## config.mk

```make
export PLATFORM = sky130hd
export DESIGN_NAME = ibus_responder
export DESIGN_NICKNAME = d
export VERILOG_FILES = /design/src/rtl/ibus_responder.sv
export SDC_FILE = /design/constraint.sdc
export NUM_CORES = 1
export LEC_CHECK = 0
export BUFFER_PORTS_ARGS = -buffer_cell sky130_fd_sc_hd__buf_4
export CAP_MARGIN = 20
export CORE_MARGIN = 4
export CORE_UTILIZATION = 45
export DETAILED_ROUTE_END_ITERATION = 10
export PLACE_DENSITY = 0.73
export SLEW_MARGIN = 20
export SYNTH_ARGS = -nofsm -noshare
export SYNTH_HDL_FRONTEND = slang
export SYNTH_SLANG_ARGS = --single-unit
```

## constraint.sdc

```tcl
create_clock -name clk -period 3.7 [get_ports clk]
set_input_delay 0.185 -clock clk [delete_from_list [all_inputs] [get_ports clk]]
set_output_delay 0.185 -clock clk [all_outputs]
set_load 0.005 [all_outputs]
```

## src/rtl/ibus_responder.sv

```systemverilog
// ibus_responder: instruction-bus responder with one outstanding fetch to a
// read-only backing memory; optional sequential prefetch via IBUS_RESPONDER_PREFETCH_EN.
package ibus_pkg;
   typedef struct packed {
      logic        valid;
      logic [31:0] addr;
   } ibus_req_t;

   typedef struct packed {
      logic        addr_ok;
      logic        data_ok;
      logic [31:0] data;
   } ibus_resp_t;
endpackage

module ibus_responder
   import ibus_pkg::*;
(
   input  logic        clk,
   input  logic        reset,
   input  ibus_req_t   ireq,
   output ibus_resp_t  iresp,
   output logic        mem_req,
   output logic [31:0] mem_addr,
   input  logic        mem_ready,
   input  logic [31:0] mem_rdata
);

   typedef enum logic [1:0] {IDLE, FETCH, RESP, PREF} state_t;

   state_t      state, state_nx;
   logic [31:0] cur_addr;
   logic [31:0] rdata;
   logic [31:0] next_addr;
   logic        pb_valid;
   logic [31:0] pb_addr;
   logic [31:0] pb_data;
   logic        req_misaligned;
   logic        req_hit;

   // Sequential successor wraps naturally at 2^32.
   assign next_addr      = cur_addr + 32'd4;
   assign req_misaligned = (ireq.addr[1:0] != 2'b00);
   assign req_hit        = pb_valid && (pb_addr == ireq.addr);

   always_ff @(posedge clk) begin
      if (reset) state <= IDLE;
      else       state <= state_nx;
   end

   always_comb begin
      state_nx      = state;
      iresp         = '0;
      iresp.data    = rdata;
      mem_req       = 1'b0;
      mem_addr      = '0;
      case (state)
         IDLE: begin
            iresp.addr_ok = ireq.valid;
            if (ireq.valid)
               state_nx = (req_misaligned || req_hit) ? RESP : FETCH;
         end
         FETCH: begin
            mem_req  = 1'b1;
            mem_addr = cur_addr;
            if (mem_ready) state_nx = RESP;
         end
         RESP: begin
            iresp.data_ok = 1'b1;
`ifdef IBUS_RESPONDER_PREFETCH_EN
            state_nx = (cur_addr[1:0] == 2'b00) ? PREF : IDLE;
`else
            state_nx = IDLE;
`endif
         end
         PREF: begin
            mem_req  = 1'b1;
            mem_addr = next_addr;
            if (mem_ready) state_nx = IDLE;
         end
         default: state_nx = IDLE;
      endcase
   end

   always_ff @(posedge clk) begin
      if (reset) begin
         cur_addr <= '0;
         rdata    <= '0;
      end else begin
         case (state)
            IDLE: begin
               if (ireq.valid) begin
                  cur_addr <= ireq.addr;
                  if (req_misaligned) rdata <= '0;
                  else if (req_hit)   rdata <= pb_data;
               end
            end
            FETCH: if (mem_ready) rdata <= mem_rdata;
            default: ;
         endcase
      end
   end

`ifdef IBUS_RESPONDER_PREFETCH_EN
   always_ff @(posedge clk) begin
      if (reset) begin
         pb_valid <= 1'b0;
         pb_addr  <= '0;
         pb_data  <= '0;
      end else if (state == PREF && mem_ready) begin
         pb_valid <= 1'b1;
         pb_addr  <= next_addr;
         pb_data  <= mem_rdata;
      end
   end
`else
   assign pb_valid = 1'b0;
   assign pb_addr  = '0;
   assign pb_data  = '0;
`endif

endmodule

```

==> results of run 1 <==
[metal layers]
metal | up-vias | track usage | part of all wire
met5 | - | 0 | 0
met4 | 0 | 0.0806 | 0.015
met3 | 14 | 0.0713 | 0.087
met2 | 124 | 0.317 | 0.46
met1 | 1625 | 0.289 | 0.43
li1 | 1780 | - | -
[cell families (layout without fill, tap and decap cells)]
group | Yosys count | count (layout)
AO/OA/AOI/OAI | 129 | 129
multiplexers | 3 | 3
XOR/XNOR | 12 | 12
flip-flops | 66 | 66
AND/OR/NAND/NOR | 182 | 182
adder cells (fa/ha/maj) | 1 | 1
buffers and inverters | 48 | 159
[registers in the layout, summed over array words and instances, names as in the netlist]
signal / count
cur_addr: 32
rdata: 32
state: 2
[through the flow]
stage               setup WS (ns)  hold WS [ns]  cells
floorplan                    1.76         0.321    441
global placement             1.35         0.431    635
detailed placement           1.27         0.442    635
CTS                         0.898        0.0805    651
global route                0.688        0.0765    651
finish                      0.932        0.0949    651
[cell type report]
class / count / share of cell area
multi-input cells: 327 / 0.405
flip-flops and latches: 66 / 0.291
clock buffers: 11 / 0.0289
inverters: 6 / 0.00495
repair buffers: 137 / 0.226
well taps: 99 / 0.0272
clock inverters: 5 / 0.0173
[worst min path at each step]
stage	to	slack, ns	cells after the start
finish	cur_addr[3]	0.09	3
global route	cur_addr[9]	0.08	3
CTS	cur_addr[9]	0.08	3
detailed placement	cur_addr[0]	0.44	2
global placement	cur_addr[18]	0.43	3
floorplan	cur_addr[0]	0.32	2
[worst max-delay path, delay by kind of cell (launching register included)]
family,cells,cell delay (ns)
DFF,1,0.41
buffers and inverters,3,1.61
and+or+nand+nor,1,0.21
[Yosys cell counts, types with 3 or more instances]
| cell | n | share of area |
|---|---|---|
| sky130_fd_sc_hd__o21ai_0 | 43 | 0.064 |
| sky130_fd_sc_hd__or3_1 | 10 | 0.019 |
| sky130_fd_sc_hd__dfxtp_1 | 66 | 0.39 |
| sky130_fd_sc_hd__inv_1 | 4 | 0.0045 |
| sky130_fd_sc_hd__nand4b_1 | 32 | 0.084 |
| sky130_fd_sc_hd__clkbuf_1 | 37 | 0.041 |
| sky130_fd_sc_hd__xnor2_1 | 9 | 0.024 |
| sky130_fd_sc_hd__nand2b_1 | 3 | 0.0056 |
| sky130_fd_sc_hd__mux2i_1 | 3 | 0.0090 |
| sky130_fd_sc_hd__nor3_1 | 4 | 0.0060 |
| sky130_fd_sc_hd__xor2_1 | 3 | 0.0079 |
| sky130_fd_sc_hd__nand4_1 | 7 | 0.013 |
| sky130_fd_sc_hd__nand3_1 | 10 | 0.015 |
| sky130_fd_sc_hd__nand2_1 | 75 | 0.084 |
| sky130_fd_sc_hd__a21oi_1 | 80 | 0.12 |
| sky130_fd_sc_hd__buf_6 | 3 | 0.010 |
| sky130_fd_sc_hd__nor4_1 | 7 | 0.013 |
| sky130_fd_sc_hd__nor2_1 | 17 | 0.019 |
[power breakdown]
group / internal [mW] / switching (mW)
clock network: 0.379 / 0.268
registers: 0.739 / 0.0334
logic: 0.0999 / 0.107
total: 1.22 / 0.408
[cell usage in the layout (no fill, tap or decap), types with 3 or more instances in the layout]
| master | synthesis | layout |
|---|---|---|
| sky130_fd_sc_hd__dfxtp_1 | 66 | 65 |
| sky130_fd_sc_hd__buf_4 | 0 | 137 |
| sky130_fd_sc_hd__nand2b_1 | 3 | 3 |
| sky130_fd_sc_hd__or3_1 | 10 | 10 |
| sky130_fd_sc_hd__nand4b_1 | 32 | 32 |
| sky130_fd_sc_hd__nand2_1 | 75 | 75 |
| sky130_fd_sc_hd__inv_1 | 4 | 4 |
| sky130_fd_sc_hd__nand4_1 | 7 | 7 |
| sky130_fd_sc_hd__nor4_1 | 7 | 7 |
| sky130_fd_sc_hd__clkbuf_8 | 0 | 9 |
| sky130_fd_sc_hd__xnor2_1 | 9 | 9 |
| sky130_fd_sc_hd__xor2_1 | 3 | 3 |
| sky130_fd_sc_hd__a21oi_1 | 80 | 80 |
| sky130_fd_sc_hd__o21ai_0 | 43 | 43 |
| sky130_fd_sc_hd__nand3_1 | 10 | 10 |
| sky130_fd_sc_hd__mux2i_1 | 3 | 3 |
| sky130_fd_sc_hd__nor3_1 | 4 | 4 |
| sky130_fd_sc_hd__nor2_1 | 17 | 17 |
==> results.py, run 1 <==
metrics = {
    "timing": {
        "timing.final.max_slew_violations": 0,
        "rsz0062_at_grt": "no",
        "finalClockSkew_ns": 0.00526,
        "setup_viol": 0,
        "maxSlewHeadroom": 0.358,
        "timing.final.crit_period_ns": 2.77,
        "hold_viol_final": 0,
        "period_share": 0.748,
        "tightestPinTransition_ns": 0.957,
        "setup-tns-final_ns": 0,
        "max_freq_ghz": 0.361,
    },
    "clock_network": {
        "tritoncts": "yes",
        "clkLatencyLatePin_ns": 0.33,
        "clock_pin_transition_on_the_worst_setup_and_hold_timing_paths_ns": 0.07,
        "cts.root.buffer_cell": "sky130_fd_sc_hd__clkbuf_8",
        "numCtsBuffers": 9,
        "clk_path_buf_depth": 2,
        "ctsHoldBuffers": 0,
        "cts.repair.resized": 0,
        "cts_setup_buffers": 0,
        "h-tree-depth": 3,
        "clock-sinks": 66,
    },
    "cells_and_area": {
        "num-nets-final": 616,
        "layout.cell_area.non_filler_um2": 4550,
        "fill_cells": 682,
        "multi_input_area_um2": 1840,
        "final_core_utilization": 0.627,
        "insertedDiodeCount": 0,
        "drive_above_1_share": 0.292,
        "area_growth_syn_to_layout_pct": 35.9,
        "seqCellArea_um2": 1320,
    },
    "setup_path": {
        "critical_path.reg2reg.startpoint": "state[1]",
        "critical_path.max_fanout": 68,
        "reg2reg_depth": 5,
        "worst_r2r_setup_slack_ns": 1.32,
        "critical-path-top-cell-by-count": "sky130_fd_sc_hd__buf_4",
        "crit_arrival_ns": 2.58,
        "setup.worst_path.start_class": "register",
        "crit-reg2reg-capture": "cur_addr[14]",
        "timing.setup.critical_path_class": "register to output port",
        "cp-endpoint": "iresp[33]",
        "worstPathRequired_ns": 3.51,
        "timing.critical_path.cells": "buf_4 -> or2_2 -> clkinv_1 -> buf_4",
        "critical_path.slowest_cell": "sky130_fd_sc_hd__clkinv_1",
        "setup.worst_path.end_class": "output port",
        "startpoint": "state[1]",
        "cpPeakStageDelay_ns": 0.74,
    },
    "yosys": {
        "netlist-cell-type-count": 37,
        "synth_warnings": 0,
        "synth-adder-area-share": 0.00374,
        "seq_area_frac_synth": 0.395,
        "synth-compound-area-share": 0.199,
        "synth_enable_flop_cells": 0,
        "synth_top_family_by_area": "simple AND/OR/NAND/NOR gates",
        "synthMuxAreaShare": 0.00897,
        "ys_seq_elements": 66,
        "synth_area_um2": 3350,
        "synth_fp_nets": 510,
        "yosys_most_used_dff": "sky130_fd_sc_hd__dfxtp_1",
        "syn_inst": 441,
        "postSynth.asyncResetShare": 0,
        "avgSynthCellArea_um2": 7.59,
        "synth-xor-area-share": 0.0314,
        "post_synthesis_share_of_cell_area_spent_on_and_or_nand_and_nor_gates": 0.302,
    },
    "floorplan": {
        "placeableCoreArea_um2": 7250,
        "start_util": 0.461,
        "die_footprint_um2": 8880,
        "fp-row-count": 31,
        "chipWidth_um": 94.2,
        "pin_count": 135,
        "floorplan.die.height_um": 94.2,
    },
    "power": {
        "p_total_mw": 1.63,
        "ir_drop_mv": 0.196,
        "pd_cells_nw_per_um2": 357,
        "power_leakage_nw": 1.72,
    },
    "placed_design": {
        "port_buffers": 134,
        "final_replace_weighted_congestion": 0.896,
        "postPlaceCellArea_um2": 4340,
        "dp_hpwl_um": 6640,
    },
    "outcome": {
        "outcome": "completed",
    },
    "global_route": {
        "gr-total-overflow": 0,
        "first_global_vias": 3173,
        "grt_max_degree": 69,
        "antenna_violations_before_repair": 0,
        "track_usage": 0.215,
        "grt_first_pass_wirelength_um": 15300,
    },
    "drt": {
        "drtPass1Iterations": 4,
        "first_iter_violations": 191,
        "routed_wirelength_normalized_by_instance_count_um": 14.9,
        "routed-via-count": 3543,
        "viasPerCell": 5.44,
        "post_route_ant_nets": 0,
        "routed_wl_um": 9700,
        "drc_viols": 0,
    },
    "hold_path": {
        "min-delay-path-class": "input port to register",
        "holdCritStartpoint": "ireq[3]",
    },
    "run": {
        "drv_cap": 0,
    },
}
(Power assumes the default switching activity.)
==> inputs of run 2 (changes only) <==
==> constraint.sdc (replaced) <==
create_clock -name clk -period 2.72 [get_ports clk]
set_input_delay 0.136 -clock clk [delete_from_list [all_inputs] [get_ports clk]]
set_output_delay 0.136 -clock clk [all_outputs]
set_load 0.005 [all_outputs]
==> run 2 against run 1 <==
Net effect:
- non-clock buffer count rose by 3
- flip-flop and latch count stayed put
- worst setup slack worse by 0.77 ns
- hold slack worse by 0.043 ns
- critical endpoint is now mem_addr[24]
- final area up 0.91%
- sequential share of layout area fell by 0.26 points
- combinational power increased by 37%
- critical path depth up 2
- die area unchanged
- clock power up 44%
- register-to-register slack got worse by 0.66 ns
- global-route usage grew 0.16 points
==> results.py, run 2 (same netlist as run 1, synthesis figures left out) <==
metrics = {
    "outcome": {
        "outcome": "completed",
    },
    "clock_network": {
        "h-tree-depth": 3,
        "clock-sinks": 66,
        "numCtsBuffers": 9,
        "clk_path_buf_depth": 2,
        "ctsHoldBuffers": 0,
        "cts.root.buffer_cell": "sky130_fd_sc_hd__clkbuf_8",
        "clock_pin_transition_on_the_worst_setup_and_hold_timing_paths_ns": 0.07,
        "cts_setup_buffers": 0,
        "clkLatencyLatePin_ns": 0.33,
        "cts.repair.resized": 0,
        "tritoncts": "yes",
    },
    "cells_and_area": {
        "most_frequent_standard_cell_in_the_layout_excluding_fill_and_tap_cells": "sky130_fd_sc_hd__buf_4",
        "num-nets-final": 619,
        "insertedDiodeCount": 0,
        "reg_top3": "cur_addr x32, rdata x32, state x2",
        "drive_above_1_share": 0.297,
        "mostFrequentLayoutCells": "sky130_fd_sc_hd__buf_4 (140), sky130_fd_sc_hd__a21oi_1 (80), sky130_fd_sc_hd__nand2_1 (75)",
        "area_growth_syn_to_layout_pct": 37.1,
    },
    "power": {
        "ir_drop_mv": 0.296,
        "p_total_mw": 2.26,
        "pd_cells_nw_per_um2": 493,
        "power_leakage_nw": 1.74,
    },
    "setup_path": {
        "setup.worst_path.end_class": "output port",
        "setup.worst_path.start_class": "register",
        "critical_path.max_fanout": 13,
        "crit_arrival_ns": 2.42,
        "timing.setup.critical_path_class": "register to output port",
        "worstPathRequired_ns": 2.58,
    },
    "drt": {
        "first_iter_violations": 203,
        "drtPass1Iterations": 5,
        "routed_wl_um": 9750,
        "drc_viols": 0,
        "routed-via-count": 3586,
        "post_route_ant_nets": 0,
        "routed_wirelength_normalized_by_instance_count_um": 14.9,
        "viasPerCell": 5.48,
    },
    "timing": {
        "max_freq_ghz": 0.392,
        "timing.final.max_slew_violations": 0,
        "period_share": 0.939,
        "rsz0062_at_grt": "no",
        "hold_viol_final": 0,
        "tightestPinTransition_ns": 0.732,
        "finalClockSkew_ns": 0.00931,
        "setup-tns-final_ns": 0,
        "setup_viol": 0,
        "timing.final.crit_period_ns": 2.55,
        "maxSlewHeadroom": 0.510,
    },
    "global_route": {
        "first_global_vias": 3279,
        "antenna_violations_before_repair": 0,
        "grt_first_pass_wirelength_um": 15500,
        "track_usage": 0.216,
        "grt_max_degree": 70,
        "gr-total-overflow": 0,
    },
    "placed_design": {
        "dp_hpwl_um": 6790,
        "port_buffers": 134,
        "final_replace_weighted_congestion": 0.940,
    },
    "floorplan": {
        "pin_count": 135,
        "start_util": 0.461,
        "fp-row-count": 31,
        "placeableCoreArea_um2": 7250,
        "floorplan.die.height_um": 94.2,
        "die_footprint_um2": 8880,
        "chipWidth_um": 94.2,
    },
    "run": {
        "drv_cap": 0,
    },
    "hold_path": {
        "min-delay-path-class": "input port to register",
    },
}
run 2: area by class of cell:
class,count,area (um^2)
Clock buffer,12,155
Clock inverter,4,73.8
Timing Repair Buffer,140,1050
Sequential cell,66,1320
Tap cell,99,124
Fill cell,692,2660
Inverter,6,22.5
Multi-Input combinational cell,327,1840
run 2: path summary, 6_finish.rpt:
check | from | endpoint | depth (start not counted) | slack [ns]
max | cur_addr[5] | mem_addr[24] | 6 | 0.17
min | ireq[8] | cur_addr[8] | 3 | 0.05
max reg2reg | state[1] | cur_addr[2] | 6 | 0.66
min reg2reg | cur_addr[0] | cur_addr[0] | 2 | 0.46
run 2: stage by stage:
step	util	cell area (um^2)	setup WS (ns)	instances	hold slack [ns]
final	0.633	4590	0.166	654	0.0523
after global routing	0.633	4590	0.0635	654	0.0522
after CTS	0.633	4590	0.174	654	0.0417
after detailed placement	0.601	4360	0.540	638	0.393
after global placement	0.600	4350	0.595	638	0.383
after floorplan	-	3350	0.829	441	0.272
run 2: layer usage:
| layer | share of wire | up-vias | wire length [um] | GRT usage |
|---|---|---|---|---|
| li1 | - | 1789 | - | - |
| met1 | 0.44 | 1659 | 4290 | 0.283 |
| met4 | 0.015 | 0 | 145 | 0.0662 |
| met3 | 0.076 | 13 | 738 | 0.0601 |
| met2 | 0.47 | 125 | 4570 | 0.345 |
| met5 | 0 | - | 0 | 0 |
run 2: where the power goes:
group	switching [mW]	internal, mW
logic	0.146	0.137
clock network	0.362	0.567
registers	0.0462	1.00
total	0.554	1.71
run 2: critical path: stages, from the launching register on:
cell,delay (ns)
sky130_fd_sc_hd__dfxtp_1,0.44
sky130_fd_sc_hd__nand3_1,0.13
sky130_fd_sc_hd__buf_4,0.19
sky130_fd_sc_hd__or4_4,0.57
sky130_fd_sc_hd__or4_1,0.43
sky130_fd_sc_hd__a21oi_1,0.19
sky130_fd_sc_hd__buf_4,0.14
